File: src/rtl/affine_mv_gen_seq_if.sv
// rtl/affine_mv_gen_seq_if.sv - subblock MV output stream of the affine MV generator
interface affine_mv_gen_seq_if #(
  parameter int COORD_W   = 8,
  parameter int MV_W      = 8,
  parameter int FRAC_BITS = 4
);
  localparam int OUT_W = MV_W + FRAC_BITS + 7;
  localparam int INT_W = OUT_W - FRAC_BITS;

  logic               OUT_READY;
  logic               OUT_VALID;
  logic               OUT_LAST;
  logic [COORD_W-1:0] OUT_X;
  logic [COORD_W-1:0] OUT_Y;
  logic [INT_W-1:0]   OUT_MV_X_INTEGER;
  logic [FRAC_BITS-1:0] OUT_MV_X_FRAC;
  logic [INT_W-1:0]   OUT_MV_Y_INTEGER;
  logic [FRAC_BITS-1:0] OUT_MV_Y_FRAC;
  logic               INTERP_X;
  logic               INTERP_Y;

  modport master (
    input  OUT_READY,
    output OUT_VALID, OUT_LAST, OUT_X, OUT_Y,
    output OUT_MV_X_INTEGER, OUT_MV_X_FRAC, OUT_MV_Y_INTEGER, OUT_MV_Y_FRAC,
    output INTERP_X, INTERP_Y
  );

  modport slave (
    output OUT_READY,
    input  OUT_VALID, OUT_LAST, OUT_X, OUT_Y,
    input  OUT_MV_X_INTEGER, OUT_MV_X_FRAC, OUT_MV_Y_INTEGER, OUT_MV_Y_FRAC,
    input  INTERP_X, INTERP_Y
  );
endinterface

File: src/rtl/affine_mv_gen_seq.sv
// rtl/affine_mv_gen_seq.sv - 4/6-parameter affine subblock MV generator, raster walk
module affine_mv_gen_seq #(
  parameter int COORD_W   = 8,
  parameter int MV_W      = 8,
  parameter int FRAC_BITS = 4,
  parameter int GRID_W    = 4,
  parameter int GRID_H    = 4
) (
  input  logic                 CLK,
  input  logic                 RST_ASYNC,
  input  logic                 START,
  input  logic                 MODE_6PARAM,
  input  logic [COORD_W-1:0]   COORD_X,
  input  logic [COORD_W-1:0]   COORD_Y,
  input  logic [2*MV_W-1:0]    CPMV_0,
  input  logic [2*MV_W-1:0]    CPMV_1,
  input  logic [2*MV_W-1:0]    CPMV_2,
  output logic                 BUSY,
  output logic                 DONE,
  affine_mv_gen_seq_if.master  mv_out
);
  localparam int OUT_W = MV_W + FRAC_BITS + 7;
  localparam int IW    = (GRID_W > 1) ? $clog2(GRID_W) : 1;
  localparam int JW    = (GRID_H > 1) ? $clog2(GRID_H) : 1;
  localparam logic [IW-1:0] I_MAX = IW'(GRID_W - 1);
  localparam logic [JW-1:0] J_MAX = JW'(GRID_H - 1);

  typedef enum logic [1:0] {S_IDLE, S_LOAD, S_RUN, S_DONE} state_t;

  state_t              state_q, state_d;
  logic                mode_q, mode_d;
  logic [COORD_W-1:0]  cx_q, cx_d, cy_q, cy_d;
  logic [2*MV_W-1:0]   mv0_q, mv0_d, mv1_q, mv1_d, mv2_q, mv2_d;
  logic [MV_W:0]       ax_q, ax_d, ay_q, ay_d, bx_q, bx_d, by_q, by_d;
  logic [IW-1:0]       i_q, i_d;
  logic [JW-1:0]       j_q, j_d;
  logic [OUT_W-1:0]    row_h_q, row_h_d, row_v_q, row_v_d;
  logic [OUT_W-1:0]    run_h_q, run_h_d, run_v_q, run_v_d;
  logic [COORD_W-1:0]  out_x_q, out_x_d, out_y_q, out_y_d;
  logic                valid_q, valid_d, last_q, last_d;
  logic                busy_q, busy_d, done_q, done_d;

  function automatic logic [MV_W:0] grad(input logic [MV_W-1:0] a, input logic [MV_W-1:0] b);
    return {a[MV_W-1], a} - {b[MV_W-1], b};
  endfunction

  function automatic logic [OUT_W-1:0] sx_grad(input logic [MV_W:0] g);
    return {{(OUT_W-MV_W-1){g[MV_W]}}, g};
  endfunction

  function automatic logic [OUT_W-1:0] base_mv(input logic [MV_W-1:0] m);
    return {{(OUT_W-MV_W-FRAC_BITS){m[MV_W-1]}}, m, {FRAC_BITS{1'b0}}};
  endfunction

  logic [MV_W-1:0] h0, v0, h1, v1, h2, v2;
  logic [MV_W:0]   ax_n, ay_n, bx_n, by_n;

  assign h0 = mv0_q[2*MV_W-1:MV_W];
  assign v0 = mv0_q[MV_W-1:0];
  assign h1 = mv1_q[2*MV_W-1:MV_W];
  assign v1 = mv1_q[MV_W-1:0];
  assign h2 = mv2_q[2*MV_W-1:MV_W];
  assign v2 = mv2_q[MV_W-1:0];

  // 4-param mode derives the vertical gradient as a rotation of the horizontal one
  assign ax_n = grad(h1, h0);
  assign ay_n = grad(v1, v0);
  assign bx_n = mode_q ? grad(h2, h0) : -ay_n;
  assign by_n = mode_q ? grad(v2, v0) : ax_n;

  always_comb begin
    state_d = state_q;
    mode_d  = mode_q;
    cx_d    = cx_q;
    cy_d    = cy_q;
    mv0_d   = mv0_q;
    mv1_d   = mv1_q;
    mv2_d   = mv2_q;
    ax_d    = ax_q;
    ay_d    = ay_q;
    bx_d    = bx_q;
    by_d    = by_q;
    i_d     = i_q;
    j_d     = j_q;
    row_h_d = row_h_q;
    row_v_d = row_v_q;
    run_h_d = run_h_q;
    run_v_d = run_v_q;
    out_x_d = out_x_q;
    out_y_d = out_y_q;

    case (state_q)
      S_IDLE: begin
        if (START) begin
          mode_d  = MODE_6PARAM;
          cx_d    = COORD_X;
          cy_d    = COORD_Y;
          mv0_d   = CPMV_0;
          mv1_d   = CPMV_1;
          mv2_d   = CPMV_2;
          state_d = S_LOAD;
        end
      end
      S_LOAD: begin
        ax_d    = ax_n;
        ay_d    = ay_n;
        bx_d    = bx_n;
        by_d    = by_n;
        i_d     = '0;
        j_d     = '0;
        row_h_d = base_mv(h0);
        row_v_d = base_mv(v0);
        run_h_d = base_mv(h0);
        run_v_d = base_mv(v0);
        out_x_d = cx_q;
        out_y_d = cy_q;
        state_d = S_RUN;
      end
      S_RUN: begin
        if (mv_out.OUT_READY) begin
          if (last_q) begin
            state_d = S_DONE;
          end else if (i_q != I_MAX) begin
            i_d     = i_q + IW'(1);
            run_h_d = run_h_q + sx_grad(ax_q);
            run_v_d = run_v_q + sx_grad(ay_q);
            out_x_d = out_x_q + COORD_W'(1);
          end else begin
            // row wrap: the running accumulator restarts from the new row origin
            i_d     = '0;
            j_d     = j_q + JW'(1);
            row_h_d = row_h_q + sx_grad(bx_q);
            row_v_d = row_v_q + sx_grad(by_q);
            run_h_d = row_h_q + sx_grad(bx_q);
            run_v_d = row_v_q + sx_grad(by_q);
            out_x_d = cx_q;
            out_y_d = out_y_q + COORD_W'(1);
          end
        end
      end
      S_DONE: begin
        state_d = S_IDLE;
      end
      default: begin
        state_d = S_IDLE;
      end
    endcase

    valid_d = (state_d == S_RUN);
    last_d  = (state_d == S_RUN) && (i_d == I_MAX) && (j_d == J_MAX);
    busy_d  = (state_d != S_IDLE);
    done_d  = (state_d == S_DONE);
  end

  always_ff @(posedge CLK or posedge RST_ASYNC) begin
    if (RST_ASYNC) begin
      state_q <= S_IDLE;
      mode_q  <= 1'b0;
      cx_q    <= '0;
      cy_q    <= '0;
      mv0_q   <= '0;
      mv1_q   <= '0;
      mv2_q   <= '0;
      ax_q    <= '0;
      ay_q    <= '0;
      bx_q    <= '0;
      by_q    <= '0;
      i_q     <= '0;
      j_q     <= '0;
      row_h_q <= '0;
      row_v_q <= '0;
      run_h_q <= '0;
      run_v_q <= '0;
      out_x_q <= '0;
      out_y_q <= '0;
      valid_q <= 1'b0;
      last_q  <= 1'b0;
      busy_q  <= 1'b0;
      done_q  <= 1'b0;
    end else begin
      state_q <= state_d;
      mode_q  <= mode_d;
      cx_q    <= cx_d;
      cy_q    <= cy_d;
      mv0_q   <= mv0_d;
      mv1_q   <= mv1_d;
      mv2_q   <= mv2_d;
      ax_q    <= ax_d;
      ay_q    <= ay_d;
      bx_q    <= bx_d;
      by_q    <= by_d;
      i_q     <= i_d;
      j_q     <= j_d;
      row_h_q <= row_h_d;
      row_v_q <= row_v_d;
      run_h_q <= run_h_d;
      run_v_q <= run_v_d;
      out_x_q <= out_x_d;
      out_y_q <= out_y_d;
      valid_q <= valid_d;
      last_q  <= last_d;
      busy_q  <= busy_d;
      done_q  <= done_d;
    end
  end

  assign mv_out.OUT_VALID        = valid_q;
  assign mv_out.OUT_LAST         = last_q;
  assign mv_out.OUT_X            = out_x_q;
  assign mv_out.OUT_Y            = out_y_q;
  assign mv_out.OUT_MV_X_INTEGER = run_h_q[OUT_W-1:FRAC_BITS];
  assign mv_out.OUT_MV_X_FRAC    = run_h_q[FRAC_BITS-1:0];
  assign mv_out.OUT_MV_Y_INTEGER = run_v_q[OUT_W-1:FRAC_BITS];
  assign mv_out.OUT_MV_Y_FRAC    = run_v_q[FRAC_BITS-1:0];
  assign mv_out.INTERP_X         = |run_h_q[FRAC_BITS-1:0];
  assign mv_out.INTERP_Y         = |run_v_q[FRAC_BITS-1:0];
  assign BUSY                    = busy_q;
  assign DONE                    = done_q;
endmodule

File: src/flat_wrapper.sv
// flat-port wrapper written by rule: the top's interface ports become plain ports
module affine_mv_gen_seq_flat 
#(
  parameter int COORD_W   = 8,
  parameter int MV_W      = 8,
  parameter int FRAC_BITS = 4,
  parameter int GRID_W    = 4,
  parameter int GRID_H    = 4
)
  (CLK, RST_ASYNC, START, MODE_6PARAM, COORD_X, COORD_Y, CPMV_0, CPMV_1, CPMV_2, BUSY, DONE, mv_out_OUT_READY, mv_out_OUT_VALID, mv_out_OUT_LAST, mv_out_OUT_X, mv_out_OUT_Y, mv_out_OUT_MV_X_INTEGER, mv_out_OUT_MV_X_FRAC, mv_out_OUT_MV_Y_INTEGER, mv_out_OUT_MV_Y_FRAC, mv_out_INTERP_X, mv_out_INTERP_Y);
  affine_mv_gen_seq_if #(.COORD_W(COORD_W), .MV_W(MV_W), .FRAC_BITS(FRAC_BITS)) mv_out_i ();
  input  logic CLK;
  input  logic RST_ASYNC;
  input  logic START;
  input  logic MODE_6PARAM;
  input  logic [COORD_W-1:0] COORD_X;
  input  logic [COORD_W-1:0] COORD_Y;
  input  logic [2*MV_W-1:0] CPMV_0;
  input  logic [2*MV_W-1:0] CPMV_1;
  input  logic [2*MV_W-1:0] CPMV_2;
  output logic BUSY;
  output logic DONE;
  input wire logic [$bits(mv_out_i.OUT_READY)-1:0] mv_out_OUT_READY;
  output wire logic [$bits(mv_out_i.OUT_VALID)-1:0] mv_out_OUT_VALID;
  output wire logic [$bits(mv_out_i.OUT_LAST)-1:0] mv_out_OUT_LAST;
  output wire logic [$bits(mv_out_i.OUT_X)-1:0] mv_out_OUT_X;
  output wire logic [$bits(mv_out_i.OUT_Y)-1:0] mv_out_OUT_Y;
  output wire logic [$bits(mv_out_i.OUT_MV_X_INTEGER)-1:0] mv_out_OUT_MV_X_INTEGER;
  output wire logic [$bits(mv_out_i.OUT_MV_X_FRAC)-1:0] mv_out_OUT_MV_X_FRAC;
  output wire logic [$bits(mv_out_i.OUT_MV_Y_INTEGER)-1:0] mv_out_OUT_MV_Y_INTEGER;
  output wire logic [$bits(mv_out_i.OUT_MV_Y_FRAC)-1:0] mv_out_OUT_MV_Y_FRAC;
  output wire logic [$bits(mv_out_i.INTERP_X)-1:0] mv_out_INTERP_X;
  output wire logic [$bits(mv_out_i.INTERP_Y)-1:0] mv_out_INTERP_Y;
  assign mv_out_i.OUT_READY = mv_out_OUT_READY;
  assign mv_out_OUT_VALID = mv_out_i.OUT_VALID;
  assign mv_out_OUT_LAST = mv_out_i.OUT_LAST;
  assign mv_out_OUT_X = mv_out_i.OUT_X;
  assign mv_out_OUT_Y = mv_out_i.OUT_Y;
  assign mv_out_OUT_MV_X_INTEGER = mv_out_i.OUT_MV_X_INTEGER;
  assign mv_out_OUT_MV_X_FRAC = mv_out_i.OUT_MV_X_FRAC;
  assign mv_out_OUT_MV_Y_INTEGER = mv_out_i.OUT_MV_Y_INTEGER;
  assign mv_out_OUT_MV_Y_FRAC = mv_out_i.OUT_MV_Y_FRAC;
  assign mv_out_INTERP_X = mv_out_i.INTERP_X;
  assign mv_out_INTERP_Y = mv_out_i.INTERP_Y;
  affine_mv_gen_seq #(.COORD_W(COORD_W), .MV_W(MV_W), .FRAC_BITS(FRAC_BITS), .GRID_W(GRID_W), .GRID_H(GRID_H)) u_core (.CLK(CLK), .RST_ASYNC(RST_ASYNC), .START(START), .MODE_6PARAM(MODE_6PARAM), .COORD_X(COORD_X), .COORD_Y(COORD_Y), .CPMV_0(CPMV_0), .CPMV_1(CPMV_1), .CPMV_2(CPMV_2), .BUSY(BUSY), .DONE(DONE), .mv_out(mv_out_i));
endmodule
File: config.mk
export PLATFORM = sky130hd
export DESIGN_NAME = affine_mv_gen_seq_flat
export DESIGN_NICKNAME = d
export VERILOG_FILES = /design/src/rtl/affine_mv_gen_seq_if.sv /design/src/rtl/affine_mv_gen_seq.sv /design/src/flat_wrapper.sv
export SDC_FILE = /design/constraint.sdc
export NUM_CORES = 1
export LEC_CHECK = 0
export ABC_AREA = 1
export CAP_MARGIN = 40
export CORE_MARGIN = 3
export CORE_UTILIZATION = 34
export DETAILED_ROUTE_END_ITERATION = 7
export SETUP_SLACK_MARGIN = 0.5
export SLEW_MARGIN = 20
export SYNTH_ARGS = -nofsm -noshare
export SYNTH_HDL_FRONTEND = slang
export SYNTH_SLANG_ARGS = --single-unit
export TNS_END_PERCENT = 20
File: constraint.sdc
create_clock -name CLK -period 18.4 [get_ports CLK]
set_input_delay 4.6 -clock CLK [delete_from_list [all_inputs] [get_ports CLK]]
set_output_delay 4.6 -clock CLK [all_outputs]
set_load 0.05 [all_outputs]
==> results of run 1 <==
cell families (layout without fill, tap and decap cells):
logic type,count (synthesis),count (layout),share of synthesized area [%]
simple gates,902,902,27.4
compound gates,334,334,13.3
buf+inv,254,397,7.14
flops,203,203,35.8
fa+ha+maj,120,120,11.0
mux,44,44,3.49
xor+xnor,32,32,1.97
synthesized netlist by cell type (6+ instances only):
master,number,share of area (%)
sky130_fd_sc_hd__nand2_1,462,12
sky130_fd_sc_hd__dfrtp_1,203,36
sky130_fd_sc_hd__inv_1,198,5.2
sky130_fd_sc_hd__nor2_1,184,4.9
sky130_fd_sc_hd__a21oi_1,157,5.5
sky130_fd_sc_hd__nand3_1,154,5.4
sky130_fd_sc_hd__ha_1,112,9.9
sky130_fd_sc_hd__o21ai_0,98,3.5
sky130_fd_sc_hd__mux2_2,44,3.5
sky130_fd_sc_hd__nand3b_1,25,1.3
sky130_fd_sc_hd__clkbuf_1,19,0.50
sky130_fd_sc_hd__xor2_1,17,1.0
sky130_fd_sc_hd__nand4_1,16,0.70
sky130_fd_sc_hd__xnor2_1,15,0.93
sky130_fd_sc_hd__a31oi_1,12,0.53
sky130_fd_sc_hd__nor3_1,12,0.42
sky130_fd_sc_hd__o21ai_1,12,0.42
sky130_fd_sc_hd__o21bai_1,11,0.58
sky130_fd_sc_hd__or2_0,11,0.48
sky130_fd_sc_hd__or2_2,10,0.44
sky130_fd_sc_hd__buf_2,9,0.32
sky130_fd_sc_hd__inv_2,9,0.24
sky130_fd_sc_hd__buf_1,8,0.21
sky130_fd_sc_hd__fa_1,8,1.1
sky130_fd_sc_hd__and2_1,7,0.31
sky130_fd_sc_hd__nand2_2,7,0.31
sky130_fd_sc_hd__o211ai_2,6,0.53
flip-flops by register name, summed over array words and instances, names as in the netlist, 8 cells and up:
name,flops
u_core.by_q,9
u_core.mv_out.OUT_X,8
u_core.run_h_q,19
u_core.cy_q,8
u_core.mv1_q,16
u_core.mv_out.OUT_Y,8
u_core.cx_q,8
u_core.mv0_q,16
u_core.ay_q,9
u_core.run_v_q,19
u_core.row_h_q,19
u_core.ax_q,9
u_core.mv2_q,16
u_core.row_v_q,19
u_core.bx_q,9
per-layer routing:
| metal | part of all wire, % | up-vias | GRT usage, % | routed length, µm |
|---|---|---|---|---|
| met5 | 0 | - | 0 | 0 |
| met4 | 2.6 | 0 | 5.63 | 1110 |
| met3 | 4.8 | 60 | 1.91 | 2020 |
| met2 | 45 | 313 | 30.3 | 18800 |
| met1 | 48 | 6114 | 27.3 | 20200 |
| li1 | - | 6556 | - | - |
how the worst min path moves through the flow:
stage / start / end / slack (ps) / cells past startpoint
after global routing: u_core.cx_q[1]$_DFFE_PP0P_ / u_core.cx_q[1]$_DFFE_PP0P_ / 520 / 1
final: u_core.cx_q[3]$_DFFE_PP0P_ / u_core.mv_out.OUT_X[3]$_DFFE_PP0P_ / 490 / 2
after CTS: u_core.row_h_q[0]$_DFFE_PP0P_ / u_core.row_h_q[0]$_DFFE_PP0P_ / 490 / 2
after global placement: u_core.row_h_q[0]$_DFFE_PP0P_ / u_core.row_h_q[0]$_DFFE_PP0P_ / 470 / 2
after floorplan: u_core.row_h_q[0]$_DFFE_PP0P_ / u_core.row_h_q[0]$_DFFE_PP0P_ / 450 / 2
after detailed placement: u_core.row_h_q[0]$_DFFE_PP0P_ / u_core.row_h_q[0]$_DFFE_PP0P_ / 480 / 2
per-stage QoR:
step | hold slack [ps] | setup slack [ps] | std cells
floorplan | 448 | 8260 | 1889
global placement | 465 | 11370 | 2510
detailed placement | 480 | 11450 | 2518
CTS | 491 | 11600 | 2564
global route | 517 | 11560 | 2564
finish | 494 | 11620 | 2564
critical path, cell delays in order (launching register included):
cell,delay [ps]
sky130_fd_sc_hd__dfrtp_1,510
sky130_fd_sc_hd__inv_1,110
sky130_fd_sc_hd__nand4_1,140
sky130_fd_sc_hd__clkdlybuf4s50_1,860
cell type report:
type                            instances  share of cell area, %
Tap cell                              532                   3.90
Timing Repair Buffer                  142                   8.68
Inverter                              209                   4.66
Clock inverter                         13                   1.17
Multi-Input combinational cell       1432                   47.6
Sequential cell                       203                   29.8
Clock buffer                           33                   4.20
==> tab_implementation.tex, run 1 <==
\begin{tabular}{lr}
\hline
Metric & Value \\
\hline
\multicolumn{2}{l}{\textbf{Layout}} \\
Final Core Density & roughly two fifths \\
Summed area of non-filler cells in the final layout & 17100 µm² \\
Storage element area & between 5000 and 6000 µm² \\
Total inserted antenna cells & 0 \\
Synthesis-to-finish area growth & 20.1\% \\
Top library cells by usage in the layout, fill and taps aside & 461 x sky130\_fd\_sc\_hd\_\_nand2\_1, 203 x sky130\_fd\_sc\_hd\_\_dfrtp\_1, 197 x sky130\_fd\_sc\_hd\_\_inv\_1, 184 x sky130\_fd\_sc\_hd\_\_nor2\_1, 157 x sky130\_fd\_sc\_hd\_\_a21oi\_1 \\
Fill cell instance count of the final layout & about 4300 \\
Area taken by multi-input logic gates & roughly 8000 µm² \\
Share of final-layout standard cells stronger than drive strength 1 & around 7.5\% \\
NumNets Final & $\sim$2200 \\
Most common cell after layout, fill and taps aside & sky130\_fd\_sc\_hd\_\_nand2\_1 \\
\multicolumn{2}{l}{\textbf{Setup path}} \\
Worst setup path startpoint & u\_core.run\_h\_q[1]\$\_DFFE\_PP0P\_ \\
Worst-case register-to-register setup slack & approximately 15000 ps \\
Critical Path AT & approximately 2200 ps \\
Worst reg2reg path startpoint & u\_core.state\_q[0]\$\_DFF\_PP0\_ \\
Required time of the worst setup path & 13800 ps \\
Capturing point of the worst reg2reg path & u\_core.mv\_out.OUT\_X[1]\$\_DFFE\_PP0P\_ \\
Depth of the most critical reg-to-reg path & 10 \\
Worst setup path endpoint & mv\_out\_INTERP\_X \\
Crit. End Element & output pin \\
Worst-path maximum fanout & 4 \\
Path type of the worst setup path & flip-flop to output pin \\
Type of origin of the critical path & flip-flop \\
\multicolumn{2}{l}{\textbf{Yosys}} \\
Synthesis-stage register bit count & between 200 and 250 \\
Count of unique library cells instantiated by Yosys & 59 \\
Mapped cell area & about 14000 µm² \\
Post-synthesis sequential area ratio & 35.8\% \\
Synth Net Count & between 2000 and 2500 \\
Synth Warn \# & 0 \\
Most used DFF post-synth & sky130\_fd\_sc\_hd\_\_dfrtp\_1 \\
EDFF count, synth & 0 \\
Post-synthesis async set-or-reset flop share & between 90\% and 100\% \\
Average footprint of a synthesized cell & roughly 7.5 µm² \\
Post-Synthesis Cells & 1889 \\
\multicolumn{2}{l}{\textbf{Clocking}} \\
Clk slew on worst S/H paths & 60 ps \\
Setup Fix Bufs, Post-CTS & 0 \\
Inserted Clock Buffers & 25 \\
CTS root buffer & sky130\_fd\_sc\_hd\_\_clkbuf\_16 \\
Maximum number of buffers from clock root to sink & 3 \\
Number of hold buffers added after cts & 0 \\
Clock Sink Count & about 200 \\
Number of H-tree levels & 1 \\
Post-cts gate resize count & 0 \\
Skew-Pair Late Insertion Delay & 540 ps \\
Clock tree from TritonCTS & built \\
\multicolumn{2}{l}{\textbf{Timing}} \\
Final hold violations & 0 \\
Maximum operating frequency & around 0.15 GHz \\
Transition time at the pin with the least slew margin & roughly 700 ps \\
Minimum clock period & about 6800 ps \\
Fraction of the cycle the final worst path needs & 36.8\% \\
Post-route clock skew & 10.4 ps \\
Final number of max-transition violations & 0 \\
Relative max-transition margin & between 50 and 60\% \\
Number of setup violations in the final report & 0 \\
Setup repair after global routing missed its margin & false \\
Final TNS setup & 0 ps \\
\multicolumn{2}{l}{\textbf{Route}} \\
Routed vias/inst & between 5 and 6 \\
DRC violation count after routing & 0 \\
WL final & around 42 mm \\
First-pass detailed-route iteration total & 5 \\
Number of nets with antenna violations after routing & 0 \\
Via Count & 13000 \\
Post-DR wirelength/cell & 16.4 µm \\
Number of design-rule violations left by the first detailed-router iteration & slightly below 900 \\
\multicolumn{2}{l}{\textbf{Floorplan}} \\
Initial cell density of the core & 34.6\% \\
Cell row count & between 70 and 80 \\
Core Footprint & slightly above 40000 µm² \\
Chip Height & 210 µm \\
Die X-Extent & 210 µm \\
IO Pins & 129 \\
Die Area & between 40000 and 50000 µm² \\
\multicolumn{2}{l}{\textbf{Placed design}} \\
Post-DP HPWL & about 33 mm \\
Count of input and output buffers & roughly 130 \\
Placer congestion estimate & roughly 0.93 \\
Placed cell areas & about 16000 µm² \\
\multicolumn{2}{l}{\textbf{Global route}} \\
Via count of the first global-routing pass & 12600 \\
Initial antenna violation count & 0 \\
First-pass GRT wire length & $\sim$68 mm \\
Pin count of the biggest net entering global routing & 76 \\
Sum of overflow across all layers after global routing & 0 \\
All-layer global routing usage & 19.0\% \\
\multicolumn{2}{l}{\textbf{Status}} \\
Outcome & complete, no violations \\
\multicolumn{2}{l}{\textbf{Hold path}} \\
Hold crit path type & flip-flop to flip-flop \\
\multicolumn{2}{l}{\textbf{Run}} \\
Count of max-cap constraint violations & 0 \\
\hline
\end{tabular}
Power of run 1 is not shown: default switching activity piles up to over one toggle a cycle in this logic, so the estimate is an artifact.
==> run 2, diff against run 1 <==
clock period = 6.66 ns   (was 18.4 ns; I/O delays follow)
==> tab_implementation.tex, run 2 (synthesis results as in run 1) <==
\begin{tabular}{lr}
\hline
Metric & Value \\
\hline
\multicolumn{2}{l}{\textbf{Status}} \\
Outcome & complete, no violations \\
\multicolumn{2}{l}{\textbf{Layout}} \\
Synthesis-to-finish area growth & 19.9\% \\
Total inserted antenna cells & 0 (unchanged) \\
Most common cell after layout, fill and taps aside & sky130\_fd\_sc\_hd\_\_nand2\_1 \\
NumNets Final & 2200 (-0.091\%) \\
Final Core Density & 41.5\% (-0.049 points) \\
Share of final-layout standard cells stronger than drive strength 1 & 7.44\% (-0.091 points) \\
Summed area of non-filler cells in the final layout & 17000 µm² (-0.12\%) \\
Top library cells by usage in the layout, fill and taps aside & 461 x sky130\_fd\_sc\_hd\_\_nand2\_1, 203 x sky130\_fd\_sc\_hd\_\_dfrtp\_1, 197 x sky130\_fd\_sc\_hd\_\_inv\_1, 184 x sky130\_fd\_sc\_hd\_\_nor2\_1, 157 x sky130\_fd\_sc\_hd\_\_a21oi\_1 \\
\multicolumn{2}{l}{\textbf{Timing}} \\
Setup repair after global routing missed its margin & false \\
Hold WS & 489 ps (-4.48 ps) \\
Relative max-transition margin & 38.9\% (-14 points) \\
Transition time at the pin with the least slew margin & 916 ps (+212 ps) \\
Post-route clock skew & 17.1 ps (+6.77 ps) \\
Minimum clock period & between 3000 and 4000 ps \\
Final hold violations & 0 (unchanged) \\
Final number of max-transition violations & 0 (unchanged) \\
Number of setup violations in the final report & 0 (unchanged) \\
Final TNS setup & 0 ps (unchanged) \\
Fraction of the cycle the final worst path needs & between 50 and 60\% \\
Maximum operating frequency & between 0.2 and 0.3 GHz \\
\multicolumn{2}{l}{\textbf{Setup path}} \\
Type of origin of the critical path & flip-flop \\
Worst-case register-to-register setup slack & 3370 ps (-11810 ps) \\
Depth of the most critical reg-to-reg path & 10 (unchanged) \\
Worst setup path startpoint & u\_core.run\_h\_q[1]\$\_DFFE\_PP0P\_ \\
Path type of the worst setup path & flip-flop to output pin \\
Worst-path maximum fanout & 4 (unchanged) \\
Worst reg2reg path startpoint & u\_core.state\_q[0]\$\_DFF\_PP0\_ \\
Critical Path AT & 2150 ps (-30 ps) \\
Crit. End Element & output pin \\
Capturing point of the worst reg2reg path & u\_core.mv\_out.OUT\_X[5]\$\_DFFE\_PP0P\_ \\
Required time of the worst setup path & 4990 ps (-8810 ps) \\
\multicolumn{2}{l}{\textbf{Clocking}} \\
Clock tree from TritonCTS & built \\
Post-cts gate resize count & 0 (unchanged) \\
Maximum number of buffers from clock root to sink & 3 (unchanged) \\
Skew-Pair Late Insertion Delay & 550 ps (about the same) \\
Inserted Clock Buffers & 25 (unchanged) \\
Clk slew on worst S/H paths & 60 ps (about the same) \\
Setup Fix Bufs, Post-CTS & 0 (unchanged) \\
Clock Sink Count & 203 (unchanged) \\
Number of H-tree levels & 1 (unchanged) \\
CTS root buffer & sky130\_fd\_sc\_hd\_\_clkbuf\_16 \\
Number of hold buffers added after cts & 0 (unchanged) \\
\multicolumn{2}{l}{\textbf{Global route}} \\
Initial antenna violation count & 0 (unchanged) \\
Global route hottest layer & met2 \\
Pin count of the biggest net entering global routing & 163 (+110\%) \\
First-pass GRT wire length & 67.5 mm (-0.51\%) \\
Sum of overflow across all layers after global routing & 0 (unchanged) \\
M2 GR Usage & 29.9\% (-0.44 points) \\
Via count of the first global-routing pass & 12400 (-1.5\%) \\
Met3 capacity usage during global routing & 2.40\% (+0.49 points) \\
Met1 usage in global routing & 27.1\% (-0.14 points) \\
All-layer global routing usage & 18.9\% (-0.11 points) \\
\multicolumn{2}{l}{\textbf{Route}} \\
DRC violation count after routing & 0 (unchanged) \\
WL final & 42.2 mm (+0.17\%) \\
Number of nets with antenna violations after routing & 0 (unchanged) \\
Routed vias/inst & 5.08 (-0.14\%) \\
Via Count & 13000 (-0.22\%) \\
First-pass detailed-route iteration total & 6 (+1) \\
Post-DR wirelength/cell & 16.5 µm (+0.25\%) \\
Number of design-rule violations left by the first detailed-router iteration & 867 (-0.80\%) \\
\multicolumn{2}{l}{\textbf{Floorplan}} \\
Initial cell density of the core & 34.6\% (unchanged) \\
Chip Height & 210 µm (unchanged) \\
IO Pins & 129 (unchanged) \\
Cell row count & 74 (unchanged) \\
Core Footprint & 41000 µm² (unchanged) \\
Die Area & 44300 µm² (unchanged) \\
Die X-Extent & 210 µm (unchanged) \\
\multicolumn{2}{l}{\textbf{Hold path}} \\
Terminating pin of the worst hold path & u\_core.row\_h\_q[0]\$\_DFFE\_PP0P\_ \\
Hold crit path type & flip-flop to flip-flop \\
Beginning of the worst hold path & u\_core.row\_h\_q[0]\$\_DFFE\_PP0P\_ \\
Cell count of the worst hold path & 2 (unchanged) \\
\multicolumn{2}{l}{\textbf{Placed design}} \\
Count of input and output buffers & 128 (unchanged) \\
Post-DP HPWL & 32.4 mm (-0.78\%) \\
Placed cell areas & 16100 µm² (-0.26\%) \\
Placer congestion estimate & 0.930 (-0.17\%) \\
\multicolumn{2}{l}{\textbf{Run}} \\
Count of max-cap constraint violations & 0 (unchanged) \\
\hline
\end{tabular}
[run 2: layer usage]
metal / wire length, µm / share of wire (%)
met5: 0 / 0
met4: 1040 / 2.5
met3: 2340 / 5.5
met2: 18600 / 44
met1: 20200 / 48
[run 2: per-stage QoR]
step                instances  setup slack [ps]
floorplan                1889              2360
global placement         2511              2590
detailed placement       2516              2560
CTS                      2562              2820
global route             2562              2770
finish                   2562              2850
[run 2: cell type report]
| cell class | count | area, µm² |
|---|---|---|
| clock buffers | 31 | 678 |
| clock inverters | 15 | 260 |
| fillers | 4137 | 24000 |
| inverters | 209 | 791 |
| multi-input cells | 1432 | 8110 |
| flip-flops and latches | 203 | 5080 |
| well taps | 532 | 666 |
| repair buffers | 140 | 1440 |
[run 2: worst max-delay path, stage by stage, from the launching register on]
cell	delay, ps
sky130_fd_sc_hd__dfrtp_1	520
sky130_fd_sc_hd__inv_1	120
sky130_fd_sc_hd__nand4_1	110
sky130_fd_sc_hd__clkdlybuf4s50_1	840
[run 2: worst max path at each step]
stage / end / slack [ps] / cells after the start
floorplan: u_core.BUSY$_DFF_PP0_ / 2360 / 1
global placement: u_core.run_h_q[18]$_DFFE_PP0P_ / 2590 / 8
detailed placement: u_core.run_h_q[18]$_DFFE_PP0P_ / 2560 / 9
CTS: mv_out_INTERP_X / 2820 / 3
global route: mv_out_INTERP_X / 2770 / 3
finish: mv_out_INTERP_X / 2850 / 3
Power of run 2 is left out for the same reason.
==> variant (flow settings as in run 2) <==
`GRID_H` is set to 4 in 2 places; all go to 8.
--- a/src/rtl/affine_mv_gen_seq.sv
+++ b/src/rtl/affine_mv_gen_seq.sv
@@ -5,5 +5,5 @@
   parameter int FRAC_BITS = 4,
   parameter int GRID_W    = 4,
-  parameter int GRID_H    = 4
+  parameter int GRID_H    = 8
 ) (
   input  logic                 CLK,
--- a/src/flat_wrapper.sv
+++ b/src/flat_wrapper.sv
@@ -6,5 +6,5 @@
   parameter int FRAC_BITS = 4,
   parameter int GRID_W    = 4,
-  parameter int GRID_H    = 4
+  parameter int GRID_H    = 8
 )
   (CLK, RST_ASYNC, START, MODE_6PARAM, COORD_X, COORD_Y, CPMV_0, CPMV_1, CPMV_2, BUSY, DONE, mv_out_OUT_READY, mv_out_OUT_VALID, mv_out_OUT_LAST, mv_out_OUT_X, mv_out_OUT_Y, mv_out_OUT_MV_X_INTEGER, mv_out_OUT_MV_X_FRAC, mv_out_OUT_MV_Y_INTEGER, mv_out_OUT_MV_Y_FRAC, mv_out_INTERP_X, mv_out_INTERP_Y);
Check against the original RTL: no difference found for any inputs over 4 cycles, from zero or initial values and one cycle with RST_ASYNC high; that may be too few to reach the edited logic, so the function may still have changed.
==> variant against run 2 <==
Register-to-register slack better by 0.32 ns. Count of clock-buffer cells in the layout is 4 higher. Area after synthesis is 1.3% higher. Routed wire length is 1.6% higher. Critical path depth stayed put. Sequential cell count is 1 higher. Cell area is 0.47% higher. Worst setup slack worse by 0.043 ns.
Power is left out: the tool's default activity adds up to more than one toggle a clock period on the data nets, which glitch-free logic cannot reach.
==> variant: results (changes against run 2) <==
[synth]
synth_nets=2113  ; was 2078
ys.flop_type=dfrtp_1  ; unchanged
synthArstFlopShare=1.000  ; unchanged
ys_types=56  ; was 59
synthTopCellsByArea=dfrtp_1, nand2_1, ha_1  ; unchanged
ys_warn_count=0  ; unchanged
synthTopCellsByCount=nand2_1, inv_1, dfrtp_1  ; was nand2_1, dfrtp_1, inv_1
ys_seq_area_frac=0.3548  ; was 0.3577

[final_layout]
nFillCells=4252  ; was 4137
n_antenna_cell=0  ; unchanged
drive_above_1_share=0.07188  ; was 0.07438
nNetsFinal=2231  ; was 2200

[cts]
post_cts_resized=0  ; unchanged
clk_pin_slew_ns=0.06  ; about the same
clkLatencyLatePin_ns=0.55  ; about the same
cts_buffers=25  ; unchanged
root_buffer=clkbuf_16  ; unchanged
cts_setup_buffers=0  ; unchanged
h-tree-depth=1  ; unchanged
clockBufferDepth=3  ; unchanged

[min_path]
hp-class=flop to flop  ; unchanged

[grt]
grt_pass1_wl_um=68300  ; was 67450 um
grtUsageTotal=0.1903  ; was 0.1886
grt_pass1_vias=12550  ; was 12400
grt_max_degree=125  ; was 163
antenna_found_initial=0  ; unchanged

[sta]
worst_pin_slew_ns=0.7990  ; was 0.9161 ns
setup_viol=0  ; unchanged
clock_skew_ns=0.01188  ; was 0.01714 ns

[run]
cap_violations=0  ; unchanged

[placed_design]
place_congestion=0.9034  ; was 0.9303
dp_hpwl_um=32860  ; was 32440 um
port-buffer-count=128  ; unchanged

[worst_setup_path]
cp_max_fo=4  ; unchanged
crit_slowest_cell=clkdlybuf4s50_1  ; unchanged
crit_arrival_ns=2.19  ; was 2.15 ns
max_stage_delay_ns=0.84  ; about the same

[status]
status=complete, no violations  ; unchanged

[detailed_routing]
met2_wirelength_um=18370  ; was 18640 um
dr.pass1.iters=5  ; was 6
wl_met3_um=1739  ; was 2335 um
top_layer=met4  ; unchanged
wl_per_cell_um=16.53  ; was 16.46 um
wl_met1_um=21320  ; was 20150 um
drt_iter0_markers=885  ; was 867
drt-vias-per-instance=5.060  ; was 5.080

## variant: cell types whose count changed after synthesis, moves of 7 or more
cell and delta:
or2_0 -7, or2_2 +7, o21ai_0 -9, nor2_1 +15, buf_2 +8, inv_1 +18
## variant: path summary, 6_finish.rpt
path	depth (start not counted)	from	slack, ns	end
hold / removal	2	u_core.ay_q[3]	0.49	u_core.ay_q[3]
max in group asynchronous	4	RST_ASYNC	4.11	u_core.mv_out.OUT_VALID
min in group asynchronous	2	RST_ASYNC	1.44	u_core.row_v_q[13]
hold reg to reg	2	u_core.ay_q[3]	0.49	u_core.ay_q[3]
setup / recovery	3	u_core.run_h_q[1]	2.80	mv_out_INTERP_X
setup reg to reg	12	u_core.state_q[0]	3.69	u_core.run_v_q[12]
## variant: area by class of cell
class / instances / area, um2 / area share
clock buffer: 35 / 723.2 / 0.04227
clock inverter: 10 / 170.2 / 0.009945
inverter: 222 / 844.6 / 0.04936
multi-input combinational: 1451 / 8215 / 0.4801
sequential: 204 / 5105 / 0.2984
tap: 532 / 665.6 / 0.03890
timing repair buffer: 137 / 1386 / 0.08102
## variant: per-stage QoR
step                      utilization  setup WS [ns]  hold WS, ns  area, um2  instances
after floorplan                     -          2.351       0.4483      14390       1923
after global placement         0.3917          2.823       0.4643      16180       2544
after detailed placement       0.3927          2.974       0.4773      16220       2546
after CTS                      0.4143          2.784       0.4932      17110       2591
after global routing           0.4143          2.717       0.5171      17110       2591
final                          0.4143          2.804       0.4896      17110       2591
## variant: kinds of logic after synthesis
logic type,Yosys count,synth area share
simple gates,932,0.2832
xor+xnor,31,0.01887
fa+ha+maj,121,0.1094
flops,204,0.3548
mux,43,0.03366
buf+inv,268,0.07480
compound gates,324,0.1252
## variant: layer usage
metal,global-route usage,vias up
li1,-,6653
met1,0.2811,6105
met2,0.2943,292
met3,0.02090,60
met4,0.05658,0
met5,0,-
## variant: worst max-delay path: cells and delay by family (launching register included)
kind	cells	cell delay, ns
AND/OR/NAND/NOR	1	0.19
flip-flops	1	0.51
buffers and inverters	2	0.94
